[src/rtl/wb_arbiter.sv]
`default_nettype none
// ============================================================================
// Module   : wb_arbiter
// Brief    : Two-master / one-slave Wishbone arbiter with round-robin grant
//            held for the whole CYC, plus a bus watchdog that turns a hung
//            slave access into ERR.
// Revision : 1.0 - initial release
// ============================================================================
module wb_arbiter #(
    parameter int DW      = 32,
    parameter int AW      = 32,
    parameter int TIMEOUT = 256,
    parameter int CW      = 9
) (
    input  logic          clk,
    input  logic          rst,

    input  logic          m0_cyc,
    input  logic          m0_stb,
    input  logic          m0_we,
    input  logic [AW-1:0] m0_adr,
    input  logic [DW-1:0] m0_dat_w,
    input  logic [2:0]    m0_cti,
    output logic [DW-1:0] m0_dat_r,
    output logic          m0_ack,
    output logic          m0_err,
    output logic          m0_rty,

    input  logic          m1_cyc,
    input  logic          m1_stb,
    input  logic          m1_we,
    input  logic [AW-1:0] m1_adr,
    input  logic [DW-1:0] m1_dat_w,
    input  logic [2:0]    m1_cti,
    output logic [DW-1:0] m1_dat_r,
    output logic          m1_ack,
    output logic          m1_err,
    output logic          m1_rty,

    output logic          s_cyc,
    output logic          s_stb,
    output logic          s_we,
    output logic [AW-1:0] s_adr,
    output logic [DW-1:0] s_dat_w,
    output logic [2:0]    s_cti,
    input  logic [DW-1:0] s_dat_r,
    input  logic          s_ack,
    input  logic          s_err,
    input  logic          s_rty,

    output logic [1:0]    gnt
);

    localparam logic [1:0] c_idle = 2'b00;
    localparam logic [1:0] c_gnt0 = 2'b01;
    localparam logic [1:0] c_gnt1 = 2'b10;

    logic [1:0]    r_state;
    logic [1:0]    w_state_nxt;
    logic          r_last;          // 0: M0 owned the bus last, 1: M1
    logic          w_last_nxt;
    logic          w_sel0;
    logic          w_sel1;
    logic          w_cyc;
    logic          w_stb;
    logic          w_we;
    logic [AW-1:0] w_adr;
    logic [DW-1:0] w_dat_w;
    logic [2:0]    w_cti;
    logic          w_timeout;

    assign w_sel0 = (r_state == c_gnt0);
    assign w_sel1 = (r_state == c_gnt1);

    // Grant is only re-evaluated when the owner drops CYC; a waiting master
    // is handed the bus on that same edge without passing through idle.
    always_comb begin
        w_state_nxt = r_state;
        w_last_nxt  = r_last;
        case (r_state)
            c_idle: begin
                if (m0_cyc && m1_cyc) begin
                    w_state_nxt = r_last ? c_gnt0 : c_gnt1;
                end else if (m0_cyc) begin
                    w_state_nxt = c_gnt0;
                end else if (m1_cyc) begin
                    w_state_nxt = c_gnt1;
                end
            end
            c_gnt0: begin
                if (!m0_cyc) begin
                    w_last_nxt  = 1'b0;
                    w_state_nxt = m1_cyc ? c_gnt1 : c_idle;
                end
            end
            c_gnt1: begin
                if (!m1_cyc) begin
                    w_last_nxt  = 1'b1;
                    w_state_nxt = m0_cyc ? c_gnt0 : c_idle;
                end
            end
            default: begin
                w_state_nxt = c_idle;
            end
        endcase
    end

    always_ff @(posedge clk or negedge rst) begin
        if (!rst) begin
            r_state <= c_idle;
            r_last  <= 1'b1;
        end else begin
            r_state <= w_state_nxt;
            r_last  <= w_last_nxt;
        end
    end

    assign gnt = r_state;

    always_comb begin
        w_cyc   = 1'b0;
        w_stb   = 1'b0;
        w_we    = 1'b0;
        w_adr   = '0;
        w_dat_w = '0;
        w_cti   = 3'b000;
        if (w_sel0) begin
            w_cyc   = m0_cyc;
            w_stb   = m0_stb;
            w_we    = m0_we;
            w_adr   = m0_adr;
            w_dat_w = m0_dat_w;
            w_cti   = m0_cti;
        end else if (w_sel1) begin
            w_cyc   = m1_cyc;
            w_stb   = m1_stb;
            w_we    = m1_we;
            w_adr   = m1_adr;
            w_dat_w = m1_dat_w;
            w_cti   = m1_cti;
        end
    end

    generate
        if (TIMEOUT != 0) begin : g_wdt
            localparam logic [CW-1:0] c_wdt_last = CW'(TIMEOUT - 1);

            logic [CW-1:0] r_wdt;
            logic          w_resp;
            logic          w_stalled;

            assign w_resp    = s_ack | s_err | s_rty;
            assign w_stalled = w_cyc & w_stb & ~w_resp;
            // A slave response in the expiry cycle beats the watchdog.
            assign w_timeout = w_stalled & (r_wdt == c_wdt_last);

            always_ff @(posedge clk or negedge rst) begin
                if (!rst) begin
                    r_wdt <= '0;
                end else if ((w_state_nxt != r_state) || !w_stalled || w_timeout) begin
                    r_wdt <= '0;
                end else begin
                    r_wdt <= r_wdt + CW'(1);
                end
            end
        end else begin : g_no_wdt
            assign w_timeout = 1'b0;
        end
    endgenerate

    assign s_cyc   = w_cyc;
    assign s_stb   = w_cyc & w_stb & ~w_timeout;
    assign s_we    = w_we;
    assign s_adr   = w_adr;
    assign s_dat_w = w_dat_w;
    assign s_cti   = w_cti;

    assign m0_ack   = w_sel0 & s_ack;
    assign m0_err   = w_sel0 & (s_err | w_timeout);
    assign m0_rty   = w_sel0 & s_rty;
    assign m0_dat_r = w_sel0 ? s_dat_r : '0;

    assign m1_ack   = w_sel1 & s_ack;
    assign m1_err   = w_sel1 & (s_err | w_timeout);
    assign m1_rty   = w_sel1 & s_rty;
    assign m1_dat_r = w_sel1 ? s_dat_r : '0;

endmodule
`default_nettype wire

[config.mk]
export PLATFORM = sky130hd
export DESIGN_NAME = wb_arbiter
export DESIGN_NICKNAME = d
export VERILOG_FILES = /design/src/rtl/wb_arbiter.sv
export SDC_FILE = /design/constraint.sdc
export NUM_CORES = 1
export LEC_CHECK = 0
export CORE_AREA = 2 2 122 124
export CTS_BUF_LIST = sky130_fd_sc_hd__clkbuf_4
export CTS_CLUSTER_DIAMETER = 80
export DETAILED_ROUTE_END_ITERATION = 7
export DIE_AREA = 0 0 124 126
export GPL_TIMING_DRIVEN = 0
export HOLD_SLACK_MARGIN = 0.15
export PLACE_DENSITY = 0.66
export SLEW_MARGIN = 20
export SYNTH_ARGS = -nofsm -noshare
export SYNTH_HDL_FRONTEND = slang
export SYNTH_SLANG_ARGS = --single-unit
[constraint.sdc]
create_clock -name clk -period 1.7 [get_ports clk]
set_input_delay 0.34 -clock clk [delete_from_list [all_inputs] [get_ports clk]]
set_output_delay 0.34 -clock clk [all_outputs]
set_load 0.02 [all_outputs]
---- After elaboration in Yosys (flattened, before gate mapping) ----
Cells that the tools add are included.
operators by class
  equality and inequality tests ........... 6
  bitwise logic cells ..................... 15
  reductions and logical operators ........ 7
  add/subtract/negate cells ............... 1
  mux-type cells .......................... 27
operator list
  cell                                                                    count
  32-bit two-way mux                                                      6
  2-bit two-way mux                                                       7
  1-bit AND                                                               10
  9-bit by 1-bit adder with 9-bit output (second input constant)          1
  9-bit by 8-bit equality test with 1-bit output (second input constant)  1
  1-bit two-way mux                                                       9
  9-bit two-way mux                                                       1
  3-bit two-way mux                                                       2
  2-bit one-hot mux with 3 select lines                                   1
  2-bit != test (second input constant)                                   2
  1-bit bitwise OR                                                        3
  3-bit AND reduction                                                     1
  2-bit by 1-bit equality test with 1-bit output (second input constant)  1
  2-bit equality test (second input constant)                             1
  2-bit logical NOT                                                       1
  1-bit logical OR                                                        2
  2-bit != test                                                           1
  1-bit NOT                                                               2
  1-bit one-hot mux with 2 select lines                                   1
  2-bit nonzero test                                                      1
  1-bit logical AND                                                       1
  1-bit logical NOT                                                       1
storage, ports and cells
  word-level logic and storage cells ...... 59
  flip-flop bits (word level) ............. 12
  output and inout bits ................... 142
  input port bits ......................... 177

---- Longest topological paths before layout ----
  word-level depth ........................ 9
  gate-level depth with buffers ........... 7
  depth with buffers taken out ............ 7

---- Worst setup path before layout ----
Ideal clock, no wire load.
  path type ............................... register to output
  start point ............................. reg g_wdt.r_wdt[0]
  end point ............................... out m0_err
  arrival ................................. 1591 ps
  cell stages (with the launch flop) ...... 7
  data required time ...................... 1360 ps
  slack ................................... -231 ps
  buffers on the path ..................... 0
  cells stage by stage .................... dfrtp_1 ha_1 nand2_1 nor3_1 ha_1 nand3_1 o21ai_0
between the ends
  word-level cells in the longest chain between the ends .. 4
RTL lines
  item                                            RTL line  source
  start: declaration                              148       logic [CW-1:0] r_wdt;
  start signal: assignment                        163       r_wdt <= r_wdt + CW'(1);
  9-bit by 8-bit equality test with 1-bit output  155       assign w_timeout = w_stalled & (r_wdt == c_wdt_last);
  1-bit AND                                       155
  1-bit bitwise OR                                179       assign m0_err = w_sel0 & (s_err | w_timeout);
  1-bit AND                                       179
  end: declaration                                26        output logic m0_err,
No other way between the ends.

---- Final worst setup path ----
  start point ............................. reg r_state[0] (netlist: gnt[0])
  end point ............................... out s_adr[26]
between the ends
  word-level cells in the longest chain between the ends .. 3
  elaborated cells on any way between the ends .. 4
  those cells by class .................... 2 x eq/ne; 2 x mux
RTL lines
  item                      RTL line  source
  start: declaration        58        logic [1:0] r_state;
  start signal: assignment  110       r_state <= c_idle;
  start signal: assignment  113       r_state <= w_state_nxt;
  2-bit equality test       73        assign w_sel1 = (r_state == c_gnt1);
  32-bit two-way mux        134       end else if (w_sel1) begin
  32-bit two-way mux *      127       if (w_sel0) begin
  end: declaration          43        output logic [AW-1:0] s_adr,
Every way passes the cells marked *; elsewhere a longest branch is shown, timed or not.

==> metrics.md <==
| Metric | Value |
|---|---|
| Gpl congestion | 0.825 |
| Max Root-Sink Buffers | 2 |
| Antenna violations before repair | 2 |
| Cell Area, Synth | 1820 um^2 |
| H-tree levels | 1 |
| CTS clock-pin slew for the worst setup and hold paths | 0.07 ns |
| Final core utilization | 0.449 |
| Hold buffers post-CTS | 0 |
| Dominant cell type by area after synthesis | a22o_1 |
| Final hold viol count | 0 |
| Cell Int Power | 3.11 mW |
| Layout cells sized above 1 | 0.499 |
| Clock latency on the worst-skew pair | 0.27 ns |
| Synth Instances | 231 |
| CTS root buf | clkbuf_4 |
| Routed length per instance | 20.3 um |
| Startpoint Class | flop |
| Run status | finished, violations left |
| CTS Buf Count | 3 |
| Clock share of power | 0.034 |
| CP max FO | 10 |
| Syn avg cell area | 7.88 um^2 |
| Die area | 15600 um^2 |
| Top cell type's share of synthesized area | 0.332 |
| Largest net degree at the start of global routing | 13 |
| Worst Slack Setup Final | -0.404 ns |
| Row cnt | 44 |
| Global-route wire length before repair | 21200 um |
| Core area | 14300 um^2 |
| Worst Setup End Kind | output port |
| Leak | 2.89 nW |
| Clock Skew | 0.000705 ns |
| Commonest non-fill, non-tap cells in the layout | 176 x clkdlybuf4s50_1, 125 x buf_6, 64 x a22o_1 |
| Post-synth cell types | 27 |
| Dpl hpwl | 12300 um |
| Drt drc | 0 |
| Top area cells in the synthesized netlist | a22o_1 33%, and2_1 24%, dfrtp_1 15%, buf_6 3.7%, buf_2 2.5% |
| Final setup fails | 140 |
| P&R area growth vs syn | 253% |
| Non-filler cells in the finished layout | 787 |
| Synthesized net count | 410 |
| CP Class | reg2out |
| PortBufs | 318 |
| Maxcap violations | 0 |
| 1st-pass router iterations | 4 |
| Setup TNS | -40.48 ns |
| Synth Warn # | 0 |
| Total track usage | 0.182 |
| DP Cell Count | 733 |
| Min-Delay Path Class | in2async |
| Vias in the first global route | 3498 |
| Total Nets Final | 781 |
| Die Wd | 124 um |
| CTS tree | done |
| Leading cell type in the layout, fill and taps excluded | clkdlybuf4s50_1 |
| Setup WS pre-CTS | -0.693 ns |
| GRT overflow | 0 |
| Data arrival, critical path | 1.76 ns |
| Ports | 319 |
| Measured slew at the worst slew-check pin | 0.527 ns |
| Final ANT Viol Nets | 0 |
| Crit share post-route | 1.24 |
| Violated checks | negative setup slack |
| Unrepaired setup endpoints after global routing | true |
| Highest Clock Rate | 475 MHz |
| Post-layout min period | 2.10 ns |
| CTS sink cnt | 12 |
| Flop pwr share | 0.064 |
| Starting density of the core | 0.127 |
| Drt first-iter violations | 101 |
| #FFs+latches synth | 12 |
| Post-Route WL | 16000 um |
| Sw Share | 0.421 |
| Slew HR | 0.647 |
| Fill count | 1383 |
| Pwr dens | 835 nW/um^2 |
| Maximum resistive drop on vdd | 0.500 mV |
| Die height | 126 um |
| Worst EP required | 1.36 ns |
| Combinational power share | 0.902 |
| Seq/Total Area, Yosys | 0.166 |
| Via density per instance | 4.31 |
| DR vias | 3391 |
| Sw Pwr | 2.26 mW |
| Hold Slack | 0.408 ns |
| Slew Viols, Final | 0 |
-- layout make-up --
class	instances	area, um^2	area share
clock buffers	3	22.5	0.00350
inverters	3	11.3	0.00175
diodes	2	5.00	0.000779
plain buffers	24	353	0.0549
flip-flops and latches	12	304	0.0473
well taps	184	230	0.0358
multi-input cells	191	1620	0.252
repair buffers	367	3880	0.603
clock inverters	1	3.75	0.000584
-- cells by family after synthesis --
| group | after synthesis | share of synthesized area |
|---|---|---|
| AO/OA/AOI/OAI | 83 | 0.374 |
| XOR/XNOR | 3 | 0.0144 |
| adder cells (fa/ha/maj) | 2 | 0.0138 |
| buffers and inverters | 28 | 0.100 |
| flip-flops | 12 | 0.166 |
| AND/OR/NAND/NOR | 103 | 0.332 |
-- state kept, by name, indices dropped and copies added (netlist names) --
name         flops
g_wdt.r_wdt      9
gnt              2
r_last           1
-- worst max-delay path, stage by stage (launching register included) --
cell and delay, ns:
dfrtp_2 0.41, buf_6 0.13, nor2b_4 0.12, buf_12 0.14, buf_12 0.15, buf_8 0.13, a22o_1 0.26, buf_6 0.14
-- power by group through the flow --
stage	sequential [mW]	combinational (mW)	clock, mW
detailed placement	0.349	3.63	0
floorplan	0.356	1.67	0
finish	0.345	4.84	0.182
global placement	0.346	3.62	0
CTS	0.341	4.52	0.187
global route	0.347	5.07	0.202
-- final timing paths --
kind,from,end,slack [ns],cells past startpoint
min reg2reg,r_last,r_last,0.52,2
max reg2reg,gnt[0],g_wdt.r_wdt[3],0.10,6
max,gnt[0],s_adr[26],-0.40,7
max in group asynchronous,rst,gnt[1],0.91,1
min in group clk,r_last,r_last,0.52,2
min,rst,g_wdt.r_wdt[4],0.41,1
-- cell usage after synthesis --
master	instances
nand2_1	6
nor2_1	10
buf_2	9
o21ai_0	6
ha_1	2
dfrtp_1	11
nor4_1	1
a22o_1	69
a21oi_1	4
clkbuf_2	2
and4b_1	2
dfstp_2	1
nor3_1	2
o21ai_2	1
nor2b_1	3
and2_1	70
o22ai_1	2
xnor2_1	1
nand4_1	1
buf_6	6
xor2_1	2
o21ai_1	1
buf_4	5
inv_1	3
or3_1	3
clkbuf_1	3
nand3_1	5
-- metal layers --
| metal | global-route usage | vias to the layer above | part of all wire |
|---|---|---|---|
| li1 | - | 1597 | - |
| met2 | 0.317 | 161 | 0.48 |
| met4 | 0.0178 | 0 | 0.0068 |
| met3 | 0.0652 | 8 | 0.10 |
| met1 | 0.222 | 1625 | 0.41 |
| met5 | 0 | - | 0 |
-- timing repair --
action | in CTS | in global routing
pin swaps | 78 | 26
resized for setup | 916 | 59
hold endpoints to repair | 0 | 0
setup endpoints to repair | 149 | 141
setup buffers | 30 | 7
gates cloned | 8 | 4
-- metrics by stage --
step / total power, mW / cell area, um^2
2_1_floorplan: 2.03 / 1830
3_3_place_gp: 3.97 / 5240
3_5_place_dp: 3.98 / 5240
4_1_cts: 5.05 / 6050
5_1_grt: 5.61 / 6420
6_report: 5.37 / 6430
No activity file was read; power rests on OpenSTA's default activity.
